$ cat src/rtl/scfifo_pkg.sv
// Shared types and constants for the single-clock FIFO
// read-side stream adapter and its benches.
package scfifo_pkg;
  typedef logic [1:0] occ_t;
  localparam int OCC_MAX = 2;
  localparam int DW_DEF  = 8;
endpackage

$ cat src/rtl/scfifo_skid2.sv
// Two-entry head/skid buffer with push, pop and flush.
// Flush wins over any simultaneous push or pop.
module scfifo_skid2
  import scfifo_pkg::*;
#(
  parameter int DW = DW_DEF
) (
  input  logic          clk,
  input  logic          rst_n,
  input  logic          push,
  input  logic          pop,
  input  logic          flush,
  input  logic [DW-1:0] din,
  output occ_t          occ,
  output logic [DW-1:0] head
);

  occ_t          occ_q, occ_d;
  logic [DW-1:0] head_q, head_d;
  logic [DW-1:0] skid_q, skid_d;

  always_comb begin
    occ_d  = occ_q;
    head_d = head_q;
    skid_d = skid_q;
    if (flush) begin
      occ_d = 2'd0;
    end else if (push && pop) begin
      if (occ_q == 2'd2) begin
        head_d = skid_q;
        skid_d = din;
      end else begin
        head_d = din;
      end
    end else if (push) begin
      if (occ_q == 2'd0) begin
        head_d = din;
        occ_d  = 2'd1;
      end else if (occ_q == 2'd1) begin
        skid_d = din;
        occ_d  = 2'd2;
      end
    end else if (pop) begin
      if (occ_q == 2'd2) begin
        head_d = skid_q;
        occ_d  = 2'd1;
      end else begin
        occ_d  = 2'd0;
      end
    end
  end

  always_ff @(posedge clk or negedge rst_n) begin
    if (!rst_n) begin
      occ_q  <= 2'd0;
      head_q <= '0;
      skid_q <= '0;
    end else begin
      occ_q  <= occ_d;
      head_q <= head_d;
      skid_q <= skid_d;
    end
  end

  assign occ  = occ_q;
  assign head = head_q;

endmodule

$ cat src/rtl/scfifo_stream_reader.sv
// Turns the FIFO's registered read port into a
// first-word-fall-through valid/ready stream.
module scfifo_stream_reader
  import scfifo_pkg::*;
#(
  parameter int DW = DW_DEF,
  parameter int CW = 16
) (
  input  logic          clk,
  input  logic          rst_n,
  input  logic          fifo_empty,
  input  logic [DW-1:0] fifo_dout,
  output logic          fifo_read,
  input  logic          flush,
  output logic          m_valid,
  input  logic          m_ready,
  output logic [DW-1:0] m_data,
  output logic [1:0]    occ,
  output logic [CW-1:0] word_cnt
);

  logic          inflight_q, inflight_d;
  logic [CW-1:0] word_cnt_q, word_cnt_d;
  logic          pop;
  logic [2:0]    credit;
  occ_t          occ_w;

  assign m_valid = (occ_w != 2'd0);
  assign pop     = m_valid & m_ready;
  assign occ     = occ_w;

  // Words held plus the one on its way must stay below two
  assign credit = {1'b0, occ_w}
                + {2'b0, inflight_q}
                - {2'b0, pop};

  always_comb begin
    fifo_read  = rst_n & ~fifo_empty & ~flush
               & (credit < 3'(OCC_MAX));
    inflight_d = fifo_read;
    word_cnt_d = word_cnt_q + CW'(pop);
  end

  always_ff @(posedge clk or negedge rst_n) begin
    if (!rst_n) begin
      inflight_q <= 1'b0;
      word_cnt_q <= '0;
    end else begin
      inflight_q <= inflight_d;
      word_cnt_q <= word_cnt_d;
    end
  end

  assign word_cnt = word_cnt_q;

  scfifo_skid2 #(.DW(DW)) u_skid (
    .clk   (clk),
    .rst_n (rst_n),
    .push  (inflight_q),
    .pop   (pop),
    .flush (flush),
    .din   (fifo_dout),
    .occ   (occ_w),
    .head  (m_data)
  );

endmodule
$ cat config.mk
export PLATFORM = sky130hd
export DESIGN_NAME = scfifo_stream_reader
export DESIGN_NICKNAME = d
export VERILOG_FILES = /design/src/rtl/scfifo_pkg.sv /design/src/rtl/scfifo_skid2.sv /design/src/rtl/scfifo_stream_reader.sv
export SDC_FILE = /design/constraint.sdc
export NUM_CORES = 1
export LEC_CHECK = 0
export ABC_AREA = 1
export CORE_AREA = 2 2 62 64
export CTS_CLUSTER_DIAMETER = 200
export CTS_CLUSTER_SIZE = 12
export DETAILED_ROUTE_END_ITERATION = 12
export DIE_AREA = 0 0 64 66
export GPL_TIMING_DRIVEN = 0
export PLACE_DENSITY = 0.95
export RECOVER_POWER = 100
export SLEW_MARGIN = 20
export SYNTH_ARGS = -nofsm -noshare
export SYNTH_HDL_FRONTEND = slang
export SYNTH_SLANG_ARGS = --single-unit
$ cat constraint.sdc
create_clock -name clk -period 4.4 [get_ports clk]
set_input_delay 0.88 -clock clk [delete_from_list [all_inputs] [get_ports clk]]
set_output_delay 0.88 -clock clk [all_outputs]
set_load 0.05 [all_outputs]
==> flow_metrics.tcl, run 1 <==
set metrics [dict create \
    cts_tree "yes" \
    row_count 22 \
    yosys_warnings 0 \
    synth_area_leaders "dfrtp_1 (47%), nand2_1 (21%), nand3_1 (6.4%)" \
    first_global_vias 1629 \
    async_reset_ff_frac 1.000 \
    clkTransAtPathRegs_ns 0.09 \
    fin_crit_ns 4.113 \
    worst_path_max_delay_cell "clkdlybuf4s50_1" \
    numClockSinks 35 \
    tightest_slew_ns 0.9384 \
    grt.total_usage 0.2129 \
    post-place-ws_ns -0.3050 \
    overflow 0 \
    cts_inserted_buffers 5 \
    wire_per_inst_um 11.70 \
    vias 1731 \
    clk_path_buf_depth 2 \
    cts_setup_buffers 0 \
    utilization 0.6670 \
    ys_types 24 \
    drt_iter0_markers 86 \
    num_antenna_cells 0 \
    syn_to_final_growth_pct 26.79 \
    period_share 0.9348 \
    path_class "in2out" \
    globalplace.congestion 0.8761 \
    synth_flop_cell "dfrtp_1" \
    p_per_area_mw_per_mm2 304.8 \
    yosysMostFrequentCell "nand2_1" \
    hold_path.class "reg2reg" \
    grt_setup_unrepaired "no" \
    crit_path_end_kind "output port" \
    critPathRequiredTime_ns 3.52 \
    fin_nets 311 \
    crit_family "buffers and inverters" \
    synth_common_cells "nand2_1 (103), dfrtp_1 (35), inv_1 (25)" \
    antenna_found_initial 0 \
    total_power_uw 721.9 \
    ys_ff_latch 35 \
    cp-start-kind "input pin" \
    setup_ws_ns 0.2870 \
    syn_nets 263 \
    critPathArrivalTime_ns 3.23 \
    placed_cell_area_mm2 0.002351 \
    seq_area_frac_synth 0.4689 \
    syn_inst 248 \
    drive_gt1_frac 0.06081 \
    yosys.area.top_type "dfrtp_1" \
    die_x_um 64 \
    drt_first_pass_iters 4 \
    dpl.hpwl_um 3037 \
    holdBufCountCts 0 \
    cap_violations 0 \
    die_area_mm2 0.004224 \
    path_max_fanout 10 \
    fin_worst_skew_ns 0.01280 \
    fin_area_mm2 0.002369 \
    stdcell_count 344 \
    port_buffers 40 \
    syn_avg_cell_area_um2 7.532 \
    postRouteAntennaNets 0 \
    drc 0 \
    ios 41 \
    max_stage_delay_ns 0.51 \
    hold_viol 0 \
    synth_top_area_frac 0.4689 \
    viasPerCell 5.032 \
    fmax_mhz 243.1 \
    cts_max_level 2 \
    outcome "finished clean" \
    finalSetupViolations 0 \
    grt_max_degree 23 \
    cp_cell_sequence "clkdlybuf4s50_1 -> inv_1 -> nand2_1 -> a21oi_4 -> inv_1 -> fa_1 -> nand2_1 -> nor4_1 -> clkbuf_2" \
    wl_um 4026 \
    grt_pass1_wl_um 6975 \
    drv_slew 0 \
    fp.coreArea_mm2 0.003551 \
    root_buffer "clkbuf_4" \
    cp.buffers_inverters 4 \
    synth_edf_count 0 \
    p_leak_nw 1.281 \
    slew-limit-headroom 0.3744 \
    synth_area_mm2 0.001868 \
    clk-insertion-delay-late_ns 0.34 \
    start_util 0.5261 \
    ir_drop_uv 187.4 \
    die_y_um 66 \
    numPlacedInstances 337 \
]
-- sequential cells by signal, summed over array words and instances, names as in the netlist --
name and flops:
u_skid.skid_q 8, inflight_q 1, u_skid.head 8, word_cnt 16, u_skid.occ 2
-- where the power goes --
part	switching, mW	internal [mW]	total [mW]
registers	0.0209	0.347	0.368
logic	0.119	0.0541	0.173
clock network	0.107	0.0740	0.181
-- tightest hold or removal path, cell delays in order, from the launching register on --
cell     delay, ns
dfrtp_1       0.35
nand2_1       0.05
nand2_1       0.05
-- area by class of cell --
type                            count  area (um^2)
Inverter                           28        105.1
Sequential cell                    35        875.8
Clock buffer                        6        51.30
Tap cell                           48        60.06
Multi-Input combinational cell    184        850.8
Clock inverter                      1        5.005
Buffer                              1        3.754
Fill cell                         299         1182
Timing Repair Buffer               41        416.7
-- cell families after synthesis --
kind of cell / count (synthesis) / share of synthesized area
xor gates and xnor gates: 6 / 0.02813
buffers and inverters: 29 / 0.05827
and+or+nand+nor: 166 / 0.3925
DFF: 35 / 0.4689
adders and majority gates: 2 / 0.01741
AOI/OAI and AO/OA: 10 / 0.03483
-- final timing paths --
check | end | startpoint | depth (start not counted) | slack, ns
min in group asynchronous | word_cnt[8] | rst_n | 1 | 0.64
max in group asynchronous | u_skid.skid_q[6] | rst_n | 2 | 3.13
worst max-delay path | fifo_read | m_ready | 9 | 0.29
worst max register to register | inflight_q | u_skid.occ[1] | 8 | 2.17
worst min register to register | u_skid.skid_q[1] | u_skid.skid_q[1] | 2 | 0.48
worst min-delay path | u_skid.skid_q[1] | u_skid.skid_q[1] | 2 | 0.48
-- per-layer routing --
metal  up-vias  global-route usage  share of wire
li1        876                   -              -
met1       788              0.2528           0.43
met2        61              0.3802           0.51
met3         6             0.05622          0.056
met4         0             0.05707         0.0099
met5         -                   0              0
-- metrics by stage --
step	hold WS, ns	TNS [ns]
global placement	0.4537	-0.3477
finish	0.4799	0
floorplan	0.4419	0
detailed placement	0.4583	-0.3050
CTS	0.4461	0
global route	0.5076	0
-- cell usage in the layout, fill, tap and decap left out, types with 2 or more instances in the layout --
master           count
o21ai_0              5
dlygate4sd3_1       27
clkbuf_1             2
inv_2                3
nand3_1             25
a21oi_1              3
inv_1               25
clkbuf_4             5
nand4_1              6
xor2_1               5
dfrtp_1             35
clkdlybuf4s50_1     11
nor2_1              21
nor3_1               4
nand2_1            104
-- timing repair --
action,in CTS,in global routing
setup endpoints to repair,1,1
gates cloned,0,0
resized for setup,3,1
(Power assumes the default switching activity.)
==> run 2, diff against run 1 <==
- CTS_CLUSTER_SIZE: 12 -> 25
==> results of run 2 <==
The final DEF is identical to that of run 1; final timing and power are the same.
